## config.mk

```make
export PLATFORM = sky130hd
export DESIGN_NAME = fp_mul_pipe
export DESIGN_NICKNAME = d
export VERILOG_FILES = /design/src/rtl/fp_mul_pipe.sv
export SDC_FILE = /design/constraint.sdc
export NUM_CORES = 2
export LEC_CHECK = 0
export BUFFER_PORTS_ARGS = -buffer_cell sky130_fd_sc_hd__buf_2
export CORE_ASPECT_RATIO = 1.5
export CORE_MARGIN = 2
export CORE_UTILIZATION = 35
export DETAILED_ROUTE_END_ITERATION = 6
export SYNTH_ARGS = -nofsm -noshare
export SYNTH_HDL_FRONTEND = slang
export SYNTH_SLANG_ARGS = --single-unit
```

## constraint.sdc

```tcl
create_clock -name clk -period 8.66 [get_ports clk]
set_input_delay 0.433 -clock clk [delete_from_list [all_inputs] [get_ports clk]]
set_output_delay 0.433 -clock clk [all_outputs]
set_load 0.01 [all_outputs]
```

## src/rtl/fp_mul_pipe.sv

```systemverilog
// IEEE-754 single-precision multiplier, two register stages, one op per clock.
// Denormal inputs read as signed zero; tiny results flush to signed zero.
module fp_mul_pipe (
    input  logic        clk,
    input  logic        rst_n,
    input  logic        in_valid,
    input  logic [31:0] a,
    input  logic [31:0] b,
    output logic        out_valid,
    output logic [31:0] result,
    output logic        overflow,
    output logic        underflow
);

    localparam logic [31:0] QNAN = 32'h7FC0_0000;

    // ---------------- stage 1: classify, exponent sum, mantissa product
    logic [7:0]  ea, eb;
    logic [22:0] fa, fb;
    logic        a_zero, b_zero, a_inf, b_inf, a_nan, b_nan;

    assign ea = a[30:23];
    assign eb = b[30:23];
    assign fa = a[22:0];
    assign fb = b[22:0];

    assign a_zero = (ea == 8'h00);
    assign b_zero = (eb == 8'h00);
    assign a_inf  = (ea == 8'hFF) && (fa == 23'd0);
    assign b_inf  = (eb == 8'hFF) && (fb == 23'd0);
    assign a_nan  = (ea == 8'hFF) && (fa != 23'd0);
    assign b_nan  = (eb == 8'hFF) && (fb != 23'd0);

    logic [2:1]  vld_pipe;
    logic        s1_sign, s1_nan, s1_inf, s1_zero;
    logic [9:0]  s1_exp;
    logic [47:0] s1_prod;

    always_ff @(posedge clk or negedge rst_n) begin
        if (!rst_n) begin
            vld_pipe <= '0;
            s1_sign  <= 1'b0;
            s1_nan   <= 1'b0;
            s1_inf   <= 1'b0;
            s1_zero  <= 1'b0;
            s1_exp   <= '0;
            s1_prod  <= '0;
        end else begin
            vld_pipe <= {vld_pipe[1], in_valid};
            if (in_valid) begin
                s1_sign <= a[31] ^ b[31];
                // inf*0 folds into the NaN class: both produce the quiet NaN
                s1_nan  <= a_nan | b_nan | (a_inf & b_zero) | (b_inf & a_zero);
                s1_inf  <= a_inf | b_inf;
                s1_zero <= a_zero | b_zero;
                s1_exp  <= {2'b00, ea} + {2'b00, eb} - 10'd127;
                s1_prod <= {1'b1, fa} * {1'b1, fb};
            end
        end
    end

    // ---------------- stage 2: normalize, round to nearest even, pack
    logic [22:0]       mant;
    logic              guard, sticky, rup;
    logic [23:0]       mant_r;
    logic signed [9:0] e_n, e_r;
    logic [31:0]       res_d;
    logic              ovf_d, unf_d;

    always_comb begin
        if (s1_prod[47]) begin
            mant   = s1_prod[46:24];
            guard  = s1_prod[23];
            sticky = |s1_prod[22:0];
        end else begin
            mant   = s1_prod[45:23];
            guard  = s1_prod[22];
            sticky = |s1_prod[21:0];
        end
        e_n    = $signed(s1_exp) + $signed({9'd0, s1_prod[47]});
        rup    = guard & (sticky | mant[0]);
        // carry out of the fraction leaves mant_r[22:0] all zero: 1.0 * 2^(e+1)
        mant_r = {1'b0, mant} + {23'd0, rup};
        e_r    = e_n + $signed({9'd0, mant_r[23]});

        res_d = {s1_sign, e_r[7:0], mant_r[22:0]};
        ovf_d = 1'b0;
        unf_d = 1'b0;
        if (s1_nan) begin
            res_d = QNAN;
        end else if (s1_inf) begin
            res_d = {s1_sign, 8'hFF, 23'd0};
        end else if (s1_zero) begin
            res_d = {s1_sign, 31'd0};
        end else if (e_r >= 10'sd255) begin
            res_d = {s1_sign, 8'hFF, 23'd0};
            ovf_d = 1'b1;
        end else if (e_r <= 10'sd0) begin
            res_d = {s1_sign, 31'd0};
            unf_d = 1'b1;
        end
    end

    always_ff @(posedge clk or negedge rst_n) begin
        if (!rst_n) begin
            result    <= '0;
            overflow  <= 1'b0;
            underflow <= 1'b0;
        end else if (vld_pipe[1]) begin
            result    <= res_d;
            overflow  <= ovf_d;
            underflow <= unf_d;
        end
    end

    assign out_valid = vld_pipe[2];

endmodule

```

==> flow_summary.ini <==
[synthesis]
yosysSeqAreaShare = 0.1011
async_flop_share = 1.000
ys.flop_type = dfrtp_1
synth_edf_count = 0
synthCells = 2704
synth.avg_cell_area_um2 = 8.967
ys_types = 67
syn_area_um2 = 24250
yosysWarnings = 0
synth_seq_cells = 98
syn_nets = 3445

[clocking]
cts_hold_buf = 0
cts_sinks = 98
clk_latency_ns = 0.36
clk_pin_slew_ns = 0.07
cts_max_path_buffers = 2
cts_tree = built
cts_root_buf = clkbuf_16
cts.htree.levels = 3
cts_resized = 0
cts_setup_buffers = 0
cts_buffers = 9

[critical_path]
ff2ff_path_depth = 16
regToRegEndpoint = result[4]
crit_required_ns = 8.91
crit_fanout = 9
r2r_start = s1_prod[47]
critPathArrivalTime_ns = 7.76
start_kind = primary input
rrSetupSlack_ns = 2.45
crit_start = b[0]
path_class = primary input to flop
cp-end-kind = flop

[sta]
period_share = 0.8680
min_period_ns = 7.517
finalHoldWorstSlack_ns = 0.09307
fmax_mhz = 133.0
hold_viol_final = 0
slew_headroom = 0.3757
fin_ws_ns = 1.143
setup_viol = 0
fin_tns_setup_ns = 0
finalMaxSlewViolations = 0
worstMarginPinSlew_ns = 0.9338
finClkSkew_ns = 0.01308
rsz0062_at_grt = false

[floorplan]
core-area_um2 = 68800
die-area_um2 = 71440
die_w_um = 218.9
io_pins = 102
die_h_um = 326.4
start_util = 0.3524
rows = 118

[routing]
viasPerCell = 5.041
drc = 0
finalWirelength_um = 69550
drtIter0Drc = 1043
drtAntennaViolNets = 0
firstDrtPassIters = 5
wl_per_cell_um = 19.30
vias = 18168

[final_layout]
antenna_cells = 0
layout_common_cells = inv_1 (597), fa_1 (484), nand2_1 (313), and2_1 (237), ha_1 (190)
fill_cells = 7119
layout.cells.most_common = inv_1
nets = 3440
syn_to_final_growth_pct = 6.352
drive_gt1_frac = 0.07249

[placement]
dpl.hpwl_um = 55500
gp_congestion = 0.8867
pre_cts_ws_ns = 0.8617
io_buffers = 101

[hold_path]
hold_path.class = primary input to asynchronous set/reset pin

[global_route]
antenna_found_initial = 0
grt_max_degree = 55
grt_pass1_vias = 19912
grt_overflow = 0
grt_first_pass_wirelength_um = 111100
grt_usage = 0.2021

[outcome]
run_status = complete, no violations

[run]
max_cap_viol_count = 0
==> flip-flops by register name (all words and copies together) (netlist names), 2 cells and up <==
signal    flops
s1_prod      48
result       32
s1_exp       10
vld_pipe      2
==> per-layer routing <==
| layer | global-route usage | routed length [µm] | share of wire | vias up |
|---|---|---|---|---|
| li1 | - | - | - | 8196 |
| met4 | 0.09019 | 3406 | 0.049 | 0 |
| met2 | 0.3623 | 35370 | 0.51 | 596 |
| met3 | 0.02309 | 3645 | 0.052 | 145 |
| met1 | 0.2412 | 27130 | 0.39 | 9231 |
| met5 | 0 | 0 | 0 | - |
==> layout make-up <==
cell class	count	area, µm²	area share
Clock buffer	11	242.7	0.009413
Clock inverter	5	60.06	0.002329
Inverter	602	2260	0.08763
Multi-Input combinational cell	1873	19030	0.7380
Sequential cell	98	2454	0.09515
Tap cell	900	1126	0.04367
Timing Repair Buffer	115	613.1	0.02377
==> worst max-delay path: stages <==
cell	delay, ns
buf_2	0.22
clkinv_1	0.45
nor2_1	0.31
fa_1	0.46
fa_1	0.55
inv_1	0.06
fa_1	0.52
fa_1	0.52
inv_1	0.06
fa_1	0.44
fa_1	0.51
inv_1	0.06
fa_1	0.48
inv_1	0.04
ha_1	0.42
nand2_1	0.12
o21ai_0	0.35
nor3b_1	0.09
o211ai_1	0.22
a41oi_2	0.26
nor4b_1	0.61
a2bb2oi_1	0.15
mux2i_1	0.15
a211o_1	0.27
==> worst max path at each step <==
stage	endpoint	slack, ns	cells after the start
floorplan	s1_prod[44]	1.91	26
global placement	s1_prod[44]	0.86	24
detailed placement	s1_prod[44]	0.86	24
CTS	s1_prod[44]	1.22	24
global route	s1_prod[36]	0.84	23
finish	s1_prod[44]	1.14	24
==> per-stage QoR <==
| step | cell area [µm²] | instances | utilization |
|---|---|---|---|
| finish | 25790 | 3604 | 0.3748 |
| global route | 25790 | 3604 | 0.3748 |
| CTS | 25790 | 3604 | 0.3748 |
| detailed placement | 25480 | 3588 | 0.3704 |
| global placement | 25480 | 3588 | 0.3704 |
| floorplan | 24250 | 2704 | - |
==> kinds of logic after synthesis <==
family          share of synthesized area
mux                               0.02606
flops                              0.1011
simple gates                       0.1652
compound gates                    0.06714
fa+ha+maj                          0.4977
xor+xnor                          0.02890
buf+inv                            0.1139
==> synth_stat cells, drive strengths merged, types with 3 or more instances <==
library cell | instances | share of area
a211oi | 6 | 0.0024
a21boi | 4 | 0.0012
a21o | 28 | 0.0088
a21oi | 76 | 0.016
a31o | 3 | 0.0011
a31oi | 12 | 0.0031
and2 | 237 | 0.061
and3 | 13 | 0.0034
and4 | 3 | 0.0011
buf | 13 | 0.0025
clkbuf | 118 | 0.018
clkinv | 5 | 0.00077
dfrtp | 98 | 0.10
fa | 484 | 0.40
ha | 190 | 0.098
inv | 597 | 0.092
mux2 | 49 | 0.023
mux2i | 8 | 0.0033
nand2 | 313 | 0.048
nand2b | 11 | 0.0028
nand3 | 34 | 0.0070
nand3b | 3 | 0.00093
nand4 | 20 | 0.0052
nand4b | 4 | 0.0014
nor2 | 112 | 0.017
nor2b | 14 | 0.0036
nor3 | 17 | 0.0035
nor3b | 3 | 0.00093
nor4 | 18 | 0.0046
o2111ai | 3 | 0.0011
o211ai | 6 | 0.0019
o21a | 5 | 0.0015
o21ai | 42 | 0.0088
o21bai | 11 | 0.0034
o22ai | 22 | 0.0057
o311ai | 4 | 0.0014
o31ai | 7 | 0.0022
or4 | 5 | 0.0015
xnor2 | 55 | 0.020
xor2 | 25 | 0.0090
Power is left out: the tool's default activity adds up to more than one toggle a clock period on the data nets, which glitch-free logic cannot reach.
